<file path="src/rtl/mvu_pe_acc_ctrl_pkg.sv">
// Shared MVAU definitions for the PE accumulator: default widths, the accumulator
// FSM states and the signed saturation limits used when MVU_PE_ACC_SAT_EN is defined.
package mvu_pe_acc_ctrl_pkg;

  localparam int unsigned TDSTI_DEF = 16;
  localparam int unsigned SF_DEF    = 4;

  // Limits held at 64-bit width; users right-shift them down to their word length.
  localparam logic [63:0] SAT_POS_LIM = 64'h7FFF_FFFF_FFFF_FFFF;
  localparam logic [63:0] SAT_NEG_LIM = 64'h8000_0000_0000_0000;

  typedef enum logic {
    ACC  = 1'b0,
    HOLD = 1'b1
  } acc_state_e;

endpackage

</file>
<file path="src/rtl/mvu_pe_fold_cnt.sv">
// Synapse-fold beat counter: counts accepted beats 0..SF-1 and flags the last one.
module mvu_pe_fold_cnt
  import mvu_pe_acc_ctrl_pkg::*;
#(
  parameter int unsigned SF = SF_DEF
) (
  input  logic               clk,
  input  logic               rst,
  input  logic               inc,
  output logic               wrap,
  output logic [$clog2(SF):0] cnt
);

  localparam int unsigned CW = $clog2(SF) + 1;

  assign wrap = (cnt == CW'(SF - 1));

  always_ff @(posedge clk or posedge rst) begin
    if (rst) begin
      cnt <= '0;
    end else if (inc) begin
      cnt <= wrap ? '0 : cnt + CW'(1);
    end
  end

endmodule

</file>
<file path="src/rtl/mvu_pe_acc_ctrl.sv">
// PE accumulator controller: sums SF adder-tree beats per output with a valid/ready
// handshake on both sides. Define MVU_PE_ACC_SAT_EN for signed saturating accumulation.
module mvu_pe_acc_ctrl
  import mvu_pe_acc_ctrl_pkg::*;
#(
  parameter int unsigned TDstI = TDSTI_DEF,
  parameter int unsigned SF    = SF_DEF
) (
  input  logic               clk,
  input  logic               rst,
  input  logic               in_v,
  input  logic [TDstI-1:0]   in_add,
  output logic               in_rdy,
  output logic               out_v,
  output logic [TDstI-1:0]   out_acc,
  input  logic               out_rdy,
  output logic [$clog2(SF):0] sf_cnt
);

  acc_state_e       state;
  logic [TDstI-1:0] acc;
  logic [TDstI-1:0] add_res;
  logic             accept;
  logic             wrap;

  // In HOLD the input side follows out_rdy so a consume and a new first beat coincide.
  assign in_rdy  = (state == ACC) | out_rdy;
  assign accept  = in_v & in_rdy;
  assign out_acc = acc;

  mvu_pe_fold_cnt #(
    .SF (SF)
  ) u_fold_cnt (
    .clk  (clk),
    .rst  (rst),
    .inc  (accept),
    .wrap (wrap),
    .cnt  (sf_cnt)
  );

`ifdef MVU_PE_ACC_SAT_EN
  localparam logic [TDstI-1:0] SAT_HI = TDstI'(SAT_POS_LIM >> (64 - TDstI));
  localparam logic [TDstI-1:0] SAT_LO = TDstI'(SAT_NEG_LIM >> (64 - TDstI));

  logic [TDstI-1:0] sum;
  logic             ovf;

  // Overflow only when both operands share a sign that the sum does not.
  always_comb begin
    sum     = acc + in_add;
    ovf     = (acc[TDstI-1] == in_add[TDstI-1]) && (sum[TDstI-1] != acc[TDstI-1]);
    add_res = sum;
    if (ovf) begin
      add_res = acc[TDstI-1] ? SAT_LO : SAT_HI;
    end
  end
`else
  always_comb begin
    add_res = acc + in_add;
  end
`endif

  always_ff @(posedge clk or posedge rst) begin
    if (rst) begin
      state <= ACC;
      acc   <= '0;
      out_v <= 1'b0;
    end else begin
      if (accept) begin
        acc <= (sf_cnt == '0) ? in_add : add_res;
      end
      case (state)
        ACC: begin
          if (accept && wrap) begin
            state <= HOLD;
            out_v <= 1'b1;
          end
        end
        HOLD: begin
          if (out_rdy) begin
            // With SF=1 the beat taken on consume completes a fold on its own.
            if (accept && wrap) begin
              state <= HOLD;
              out_v <= 1'b1;
            end else begin
              state <= ACC;
              out_v <= 1'b0;
            end
          end
        end
        default: begin
          state <= ACC;
          out_v <= 1'b0;
        end
      endcase
    end
  end

endmodule
</file>
<file path="config.mk">
export PLATFORM = sky130hd
export DESIGN_NAME = mvu_pe_acc_ctrl
export DESIGN_NICKNAME = d
export VERILOG_FILES = /design/src/rtl/mvu_pe_acc_ctrl_pkg.sv /design/src/rtl/mvu_pe_fold_cnt.sv /design/src/rtl/mvu_pe_acc_ctrl.sv
export SDC_FILE = /design/constraint.sdc
export NUM_CORES = 1
export LEC_CHECK = 0
export BUFFER_PORTS_ARGS = -buffer_cell sky130_fd_sc_hd__buf_4
export CAP_MARGIN = 30
export CORE_MARGIN = 2
export CORE_UTILIZATION = 60
export CTS_BUF_LIST = sky130_fd_sc_hd__clkbuf_8
export DETAILED_ROUTE_END_ITERATION = 8
export GPL_ROUTABILITY_DRIVEN = 1
export GPL_TIMING_DRIVEN = 0
export HOLD_SLACK_MARGIN = 0.1
export MAX_ROUTING_LAYER = met4
export PLACE_DENSITY = 0.95
export REMOVE_ABC_BUFFERS = 1
export SETUP_SLACK_MARGIN = 0.3
export SYNTH_ARGS = -nofsm -noshare
export SYNTH_HDL_FRONTEND = slang
export SYNTH_SLANG_ARGS = --single-unit
</file>
<file path="constraint.sdc">
create_clock -name clk -period 6 [get_ports clk]
set_input_delay 0.3 -clock clk [delete_from_list [all_inputs] [get_ports clk]]
set_output_delay 0.3 -clock clk [all_outputs]
set_load 0.01 [all_outputs]
</file>
After elaboration in Yosys (flattened, before gate mapping)
Index checks and enable logic that the tools add are counted.
{"block": "totals", "regBits": 21, "mem_bits_ro": 0, "elab_cells": 23, "latch_bits": 0, "ramBits": 0, "n_memories": 0}
{"block": "op_classes", "n_addsub": 2, "shifts": 0, "div": 0, "muxes": 8, "n_reduce_logical": 3, "n_lt_le_gt_ge": 0, "n_eq_ne": 3, "multipliers": 0, "bitwise_logic": 3}
{"cell": "16-bit adder", "count": 1}
{"cell": "16-bit two-way mux", "count": 1}
{"cell": "1-bit two-way mux", "count": 4}
{"cell": "1-bit one-hot mux with 2 select lines", "count": 2}
{"cell": "3-bit by 1-bit adder with 3-bit output, second input constant", "count": 1}
{"cell": "3-bit by 2-bit == test with 1-bit output, second input constant", "count": 1}
{"cell": "3-bit zero test", "count": 1}
{"cell": "3-bit two-way mux", "count": 1}
{"cell": "2-bit by 1-bit inequality test with 1-bit output, second input constant", "count": 1}
{"cell": "2-bit inequality test, second input constant", "count": 1}
{"cell": "2-bit AND reduction", "count": 1}
{"cell": "1-bit AND", "count": 1}
{"cell": "1-bit logical AND", "count": 1}
{"cell": "1-bit inverter", "count": 1}
{"cell": "1-bit OR", "count": 1}

Depth between registers and ports, before layout
Gate-level depths: netlist (run 1).
{"block": "depth", "word_depth": 7, "ltp_mapped": 9}

Modules after synthesis
Synthesis (run 1) repeated with hierarchy kept, for this count alone.
{"block": "unflattened", "cells_unflattened": 191, "hier_area_um2": 1659.1}
{"mod": "mvu_pe_acc_ctrl", "area_per_inst_um2": 1516.5, "instances": 1, "cells_per_inst": 180}
{"mod": "mvu_pe_fold_cnt", "area_per_inst_um2": 142.6, "instances": 1, "cells_per_inst": 11}

Least setup slack after synthesis (run 1)
Ideal clock, no wire load.
{"block": "synth_timing", "path_kind": "flip-flop to flip-flop", "startpoint": "register acc[0], in the netlist out_acc[0]", "endpoint": "register acc[14], in the netlist out_acc[14]", "arrival_ns": 2.144, "n_path_buf": 0, "t_required_ns": 5.874, "stages_incl_launch_ff": 10, "path_slack_ns": 3.730, "setup_ns": 0.126, "cell_sequence": "dfrtp_1 -> ha_1 -> fa_1 -> a21o_1 -> nand3_1 -> a31oi_1 -> a211o_1 -> a31oi_1 -> xor2_1 -> o22ai_1"}
{"block": "synth_between", "elab_chain_len": 2}
{"element": "from (decl)", "line_no": "mvu_pe_acc_ctrl.sv:21", "source": "logic [TDstI-1:0] acc;"}
{"element": "from (signal assigned)", "line_no": "mvu_pe_acc_ctrl.sv:70", "source": "acc <= (sf_cnt == '0) ? in_add : add_res;"}
{"element": "16-bit adder", "line_no": "mvu_pe_acc_ctrl.sv:59", "source": "add_res = acc + in_add;"}
{"element": "16-bit two-way mux", "line_no": "mvu_pe_acc_ctrl.sv:70"}
No other way between the ends.
A chain may end at the register's enable or synchronous reset.

Worst setup path after layout (run 1)
Same ends and word-level chain as after synthesis.

==> results.tsv, run 1 <==
metric	value	unit
synth-seq-cells	21	
cts_resized	0	
die_area	3289	um2
htreeDepth	1	
status	completed	
grtUsageMet2	41.56	%
slew_headroom	45.18	%
grt_max_degree	26	
grt_pass1_wl	6555	um
p_clk_share	8.6	%
die_width	57.35	um
slew_viol_final	0	
clk_path_buf_depth	2	
finalSetupViolCount	0	
p_seq_share	24.0	%
finalPower	1.116	mW
switching_share	46.63	%
pwr-share-comb	67.4	%
drt_iter0_drc	58	
clk_pin_slew_worst_paths	80	ps
antenna_cells	0	
synth_warnings	0	
async_reset_ff_share	100.0	%
syn_to_final_growth	21.32	%
final_cell_mix	buf_4, nand2_1, nor2_1	
vias	1695	
p_per_area	538.5	nW/um2
muxShareOfSynthArea	1.832	%
numCtsBuffers	3	
synth-edff-count	0	
ys_seq_area_share	30.77	%
end_kind	flop	
synth_adder_area_share	13.63	%
skew	1.849	ps
overflow	0	
fin_crit	2496	ps
setup.worst_path.start_class	flop	
clkLatencyLatePin	270	ps
cp.required	6150	ps
synth_top_family_by_area	compound AO/OA/AOI/OAI gates	
power.switching	520.2	uW
p_leak	1.002	nW
tns	0	ps
drtAntennaViolNets	0	
grt_pass1_vias	1621	
place_congestion	0.8897	
hold_viol	0	
crit_arrival	2640	ps
avgRoutedWirePerCell	14.13	um
gr-usage-met1	31.92	%
track_usage	25.64	%
fin_util	75.79	%
final_common_cell	buf_4	
ctsHoldBuffers	0	
grt_setup_unrepaired	false	
syn_area_per_cell	8.133	um2
dr.pass1.iters	4	
clock-root-buffer	clkbuf_8	
drcViolationCount	0	
drive_above_1_share	20.08	%
ir_worst_vdd	367.3	uV
place_hpwl	2948	um
synth_cell_types	44	
holdCritPathClass	primary input to async pin	
dieHeight	57.35	um
start_util	62.47	%
synthCells	210	
cts_num_sinks	21	
fmax	400.6	MHz
intPower	595.5	uW
port_buffers	40	
tightest_slew	820.3	ps
wirelength	3956	um
min_period_over_period	41.60	%
synth_compound_area_share	26.08	%
core_area	2734	um2
drv_cap	0	
synth_xor_area_share	5.128	%
grtUsageMet3	3.628	%
rows	19	
ys.flop_type	dfrtp_1	
cp_max_fo	3	
synth-simple-area-share	19.78	%
post_cts_buffers	0	
grt_antenna_before_repair	0	
synthesis.area	1708	um2
crit_type	flop to flop	
final_nets	288	
via_per_inst	6.054	
pin_count	41	
globalRoute.busiestLayer	met2	
cts_tree	yes	
## flip-flops by register name (all words and copies together) (netlist names)
| signal | flops |
|---|---|
| out_acc | 16 |
| u_fold_cnt.cnt | 3 |
| out_v | 1 |
| state | 1 |
## power groups by stage
stage,Sequential (mW),Clock (mW),Combinational [mW]
after floorplan,0.290,0,0.491
after detailed placement,0.270,0,0.739
final,0.267,0.0962,0.752
after global placement,0.265,0,0.709
after global routing,0.277,0.101,0.830
after CTS,0.267,0.0953,0.746
## critical path: stages (launching register included)
cell	delay (ps)
dfrtp_1	410
ha_1	230
fa_1	420
a21o_1	210
nand3_1	100
a31oi_1	170
a211o_1	360
a31oi_1	210
xor2_1	170
o22ai_1	100
## Yosys cell counts, types with 2 or more instances
library cell / n / share of area [%]
a211o_1: 2 / 1.0
nand2b_1: 3 / 1.1
xor2_1: 6 / 3.1
a211oi_2: 2 / 1.5
nand2_1: 28 / 6.2
a211oi_1: 3 / 1.3
nor2_1: 26 / 5.7
nand3_1: 7 / 2.1
nor2b_1: 2 / 0.73
dfrtp_1: 21 / 31
o211ai_1: 2 / 0.88
ha_1: 17 / 12
buf_2: 2 / 0.59
o21ai_0: 16 / 4.7
a31oi_1: 6 / 2.2
a21boi_0: 2 / 0.88
o22ai_1: 2 / 0.73
xnor2_1: 4 / 2.1
a21oi_1: 20 / 5.9
inv_1: 5 / 1.1
and3_1: 3 / 1.1
and2_1: 2 / 0.73
mux2i_1: 2 / 1.2
nor3_1: 3 / 0.88
clkbuf_1: 3 / 0.66
a21o_1: 2 / 0.88
o21ai_1: 2 / 0.59
## cells by family (layout without fill, tap and decap cells)
| group | Yosys count | count (layout) |
|---|---|---|
| AO/OA/AOI/OAI | 70 | 70 |
| XOR/XNOR | 10 | 10 |
| adder cells (fa/ha/maj) | 18 | 18 |
| buffers and inverters | 11 | 50 |
| flip-flops | 21 | 21 |
| multiplexers | 3 | 3 |
| AND/OR/NAND/NOR | 77 | 77 |
## final timing paths
kind | from | endpoint | slack, ps | cells after the start
worst max-delay path | out_acc[0] | out_acc[14] | 3500 | 9
min in group clk | in_v | state | 280 | 3
worst min register to register | out_acc[2] | out_acc[2] | 520 | 2
worst max register to register | out_acc[0] | out_acc[14] | 3500 | 9
worst min-delay path | rst | state | 190 | 2
max in group asynchronous | rst | u_fold_cnt.cnt[1] | 5320 | 2
## layer usage
layer,routed length (um),vias to the layer above,part of all wire (%)
met5,0,-,0
met4,46,0,1.2
met2,1893,57,48
li1,-,838,-
met3,253,7,6.4
met1,1763,793,45
## final cells by class
type,instances,area [um2]
clock buffer,3,41.29
clock inverter,1,5.005
fill,212,661.9
inverter,5,18.77
multi-input combinational,178,1135
sequential,21,525.5
tap,31,38.79
timing repair buffer,41,307.8
## stage by stage
step	hold slack (ps)	cell area (um2)	cells	worst slack, ps
global route	278.6	2072	280	3409
floorplan	276.5	1679	204	3729
detailed placement	508.0	2026	276	3524
finish	186.0	2072	280	3504
CTS	221.2	2072	280	3538
global placement	494.6	2018	275	3423
No activity file was read; power rests on OpenSTA's default activity.
==> run 2: changes to the inputs <==
CORE_UTILIZATION = 50   (was 60)
PLACE_DENSITY = 0.87   (was 0.95)
clock period = 2.25 ns   (was 6 ns; I/O delays follow)
==> run 2 against run 1 <==
Compared with the run above: power rose to 3.3 times the previous value; first-iteration DRC count rose to 2.5 times the previous value; count of clock-buffer cells in the layout unchanged; via count up 7.1%; routed wire length up 32%; die area up 19%.
==> results.tsv, run 2 (same netlist as run 1, synthesis figures left out) <==
metric	value	unit
status	completed	
grt_antenna_before_repair	0	
pin_count	41	
die_width	62.45	um
fmax	446.9	MHz
drtAntennaViolNets	0	
skew	7.639	ps
vias	1815	
final_common_cell	buf_4	
final_area	2466	um2
clk_path_buf_depth	2	
place_congestion	0.8515	
die_area	3899	um2
p_per_area	1500	nW/um2
fin_crit	2238	ps
p_leak	1.089	nW
end_kind	flop	
via_per_inst	5.874	
final_cell_mix	buf_4, nand2_1, nor2_1	
crit_end	out_acc[14]	
overflow	0	
slew_viol_final	0	
hold_viol	0	
track_usage	25.26	%
dp.cells	290	
cts_num_sinks	21	
grt_pass1_vias	1687	
slew_headroom	44.56	%
crit_type	flop to flop	
numCtsBuffers	3	
fin_cells	309	
clk_pin_slew_worst_paths	90	ps
grt_pass1_wl	7797	um
htreeDepth	1	
clkLatencyLatePin	280	ps
setup.worst_path.start_class	flop	
syn_to_final_growth	44.40	%
cp.required	2400	ps
place_hpwl	2874	um
largest_reg_flops	16	
r2r-start	out_acc[0]	
drcViolationCount	0	
r2r_end	out_acc[14]	
reg2reg_setup_slack	10	ps
dr.pass1.iters	4	
drt_iter0_drc	145	
min_period_over_period	99.45	%
cp_max_fo	3	
placed_cell_area	2039	um2
regArea	525.5	um2
finalSetupViolCount	0	
avgRoutedWirePerCell	16.92	um
dieHeight	62.45	um
holdCritPathClass	primary input to flop	
cts_tree	yes	
port_buffers	40	
r2r_cells	9	
multi_input_area	1396	um2
grt_max_degree	26	
grt_setup_unrepaired	true	
rows	21	
core_area	3311	um2
tightest_slew	830.7	ps
crit_arrival	2390	ps
final_nets	302	
fill_cells	229	
wirelength	5227	um
start_util	51.59	%
cp-startpoint	out_acc[0]	
finalPower	3.700	mW
drive_above_1_share	34.98	%
clock-root-buffer	clkbuf_8	
ir_worst_vdd	614.0	uV
drv_cap	0	
antenna_cells	0	
## run 2: changes by cell type in the layout (fill, tap and decap cells not counted), sizes merged
| cell | before | now |
|---|---|---|
| buf | 41 | 53 |
| dlygate4sd3 | 0 | 2 |
## run 2: through the flow
stage | setup TNS, ps | setup WS (ps) | utilization, % | hold slack (ps)
detailed placement | -316.8 | -175.5 | 61.60 | 330.8
global route | -67.19 | -37.21 | 74.49 | 144.9
finish | 0 | 12.41 | 74.49 | 108.3
floorplan | -21.06 | -21.06 | - | 89.03
global placement | -1310 | -385.8 | 61.53 | 335.6
CTS | 0 | 82.23 | 70.79 | 121.0
## run 2: layout make-up
type                            count  area share (%)
Inverter                            5          0.7610
Multi-Input combinational cell    178           56.62
Clock buffer                        3           1.674
Clock inverter                      1          0.2029
Timing Repair Buffer               55           17.10
Sequential cell                    21           21.31
Tap cell                           46           2.334
## run 2: report_power, final
part / switching, mW / total, mW / internal [mW]
clock: 0.145 / 0.270 / 0.124
combinational: 1.39 / 2.69 / 1.30
sequential: 0.182 / 0.739 / 0.557
## run 2: worst min path at each step
stage,startpoint,endpoint,slack (ps),cells after the start
final,in_add[9],out_acc[9],110,3
after global routing,in_add[9],out_acc[9],140,3
after CTS,in_add[9],out_acc[9],120,3
after detailed placement,rst,out_v,330,2
after global placement,rst,out_acc[0],340,2
after floorplan,rst,out_acc[0],90,1
## run 2: worst max-delay path, cell delays in order (launching register included)
cell,delay [ps]
dfrtp_1,420
ha_4,180
fa_2,360
a21o_1,190
nand3_2,110
a31oi_4,120
a211o_1,320
a31oi_2,160
xor2_1,170
o22ai_1,90
## run 2: metal layers
metal,global-route usage [%],wire (um),vias to the layer above
li1,-,-,859
met1,32.10,2099,858
met2,40.46,2656,81
met3,3.604,314,17
met4,10.83,158,0
met5,-,0,-
## run 2: timing repair
item                                    in CTS  in global routing
resized for setup                           28                 17
endpoints found under the setup margin      10                 10
endpoints found under the hold margin       22                  0
pin swaps                                   13                 10
hold buffers                                 2                  0
gates cloned                                 0                  0
buffers inserted                            11                  2
==> run 3: changes to the inputs <==
BUFFER_PORTS_ARGS = unset   (was -buffer_cell sky130_fd_sc_hd__buf_4)
CORE_UTILIZATION = 59   (was 50)
DONT_BUFFER_PORTS = 1   (was unset)
HOLD_SLACK_MARGIN = 0.15   (was 0.1)
RECOVER_POWER = 25   (was unset)
==> run 3 against run 2 <==
Compared with the run above: the flow now finishes with violations (setup timing); flip-flop and latch count is the same; sequential share of layout area up 1.3 points; fmax down 1.5%; worst hold slack improved by 74 ps; count of clock-buffer cells in the layout is the same; routed wire length decreased by 1.5%; first-iteration DRC count decreased by 8.3%; power down 5.5%; non-clock buffer count shrank 22; die area down 14%.
==> results.tsv, run 3 (same netlist as run 1, synthesis figures left out) <==
metric	value	unit
die_width	57.80	um
tns	-38.14	ps
status	complete, but fails checks	
crit_type	flop to flop	
failed_checks	setup timing	
drcViolationCount	0	
drv_cap	0	
slew_viol_final	0	
vias	1768	
final_cell_mix	nand2_1, nor2_1, dlygate4sd3_1	
finalSetupViolCount	2	
cts_num_sinks	21	
rows	19	
start_util	61.93	%
setup.worst_path.start_class	flop	
dr.pass1.iters	4	
crit_arrival	2430	ps
numCtsBuffers	3	
min_period_over_period	101.0	%
grt_pass1_vias	1609	
fin_cells	272	
cp.required	2410	ps
fill_cells	142	
dp.cells	235	
fmax	440.2	MHz
hold_viol	0	
clk_pin_slew_worst_paths	80	ps
grt_max_degree	26	
cp_max_fo	3	
placed_cell_area	1720	um2
p_per_area	1492	nW/um2
holdCritPathClass	primary input to flop	
antenna_cells	0	
drt_iter0_drc	133	
dieHeight	57.80	um
grt_pass1_wl	7458	um
end_kind	flop	
largest_reg_flops	16	
tightest_slew	839.3	ps
final_common_cell	nand2_1	
drive_above_1_share	24.07	%
htreeDepth	1	
via_per_inst	6.500	
clock-root-buffer	clkbuf_8	
pin_count	41	
place_hpwl	2707	um
slew_headroom	43.99	%
p_leak	0.9706	nW
r2r_cells	9	
holdPathStages	3	
place_congestion	0.9657	
core_area	2758	um2
port_buffers	0	
fin_crit	2272	ps
worst_slack	-21.76	ps
final_nets	280	
grt_setup_unrepaired	true	
wirelength	5151	um
die_area	3341	um2
cts_tree	yes	
clk_path_buf_depth	2	
track_usage	29.11	%
ir_worst_vdd	1096	uV
overflow	0	
skew	2.120	ps
drtAntennaViolNets	0	
avgRoutedWirePerCell	18.94	um
syn_to_final_growth	37.29	%
final_area	2345	um2
grt_antenna_before_repair	0	
clkLatencyLatePin	280	ps
==> run 3: cell count changes in the layout (fill, tap and decap cells not counted), sizes merged <==
cell | previous run | this run
dlygate4sd3 | 2 | 19
buf | 53 | 14
==> run 3: metrics by stage <==
step | hold slack [ps] | utilization (%) | power [mW] | worst slack, ps
5_1_grt | 195.7 | 85.03 | 3.725 | -84.92
3_5_place_dp | 206.3 | 62.39 | 2.386 | -237.2
4_1_cts | 178.0 | 76.72 | 2.941 | 7.742
3_3_place_gp | 205.7 | 62.30 | 2.337 | -408.1
6_report | 182.7 | 85.03 | 3.498 | -21.76
2_1_floorplan | 89.03 | - | 2.084 | -21.06
==> run 3: worst paths after layout <==
kind	start	slack (ps)	to
max in group asynchronous	rst	1240	out_acc[8]
worst min register to register	state	560	out_v
worst max-delay path	out_acc[0]	-20	out_acc[14]
worst max register to register	out_acc[0]	-20	out_acc[14]
worst min-delay path	in_add[0]	180	out_acc[0]
min in group asynchronous	rst	440	out_acc[9]
==> run 3: power breakdown <==
part / total [mW] / internal [mW] / leakage, nW / switching [mW]
clock: 0.266 / 0.124 / 0.0255 / 0.142
combinational: 2.37 / 1.12 / 0.694 / 1.25
sequential: 0.863 / 0.563 / 0.252 / 0.300
total: 3.50 / 1.81 / 0.971 / 1.69
==> run 3: final cells by class <==
| cell class | instances | area (um2) | share of cell area (%) |
|---|---|---|---|
| clock buffer | 3 | 41.29 | 1.761 |
| clock inverter | 1 | 5.005 | 0.2134 |
| inverter | 5 | 18.77 | 0.8004 |
| multi-input combinational | 178 | 1408 | 60.03 |
| sequential | 21 | 530.5 | 22.63 |
| tap | 31 | 38.79 | 1.654 |
| timing repair buffer | 33 | 302.8 | 12.91 |
==> run 3: critical path, cell delays in order (launching register included) <==
cell and delay, ps:
dfrtp_2 460, ha_4 180, fa_2 340, a21o_1 190, nand3_2 110, a31oi_4 110, a211o_1 300, a31oi_2 170
xor2_1 190, o22ai_1 100
==> run 3: what timing repair did <==
item                                    4_1_cts  5_1_grt
pin swaps                                     9       17
buffers inserted                              5        9
resized for setup                            22       31
endpoints found under the hold margin        39        0
hold buffers                                 19        0
endpoints found under the setup margin       10       12
==> run 3: routing by layer <==
layer | GRT usage, % | part of all wire [%] | routed length (um) | up-vias
li1 | - | - | - | 822
met1 | 36.98 | 40 | 2055 | 839
met2 | 47.56 | 51 | 2618 | 95
met3 | 6.250 | 7.2 | 370 | 12
met4 | 6.977 | 2.1 | 107 | 0
met5 | - | 0 | 0 | -
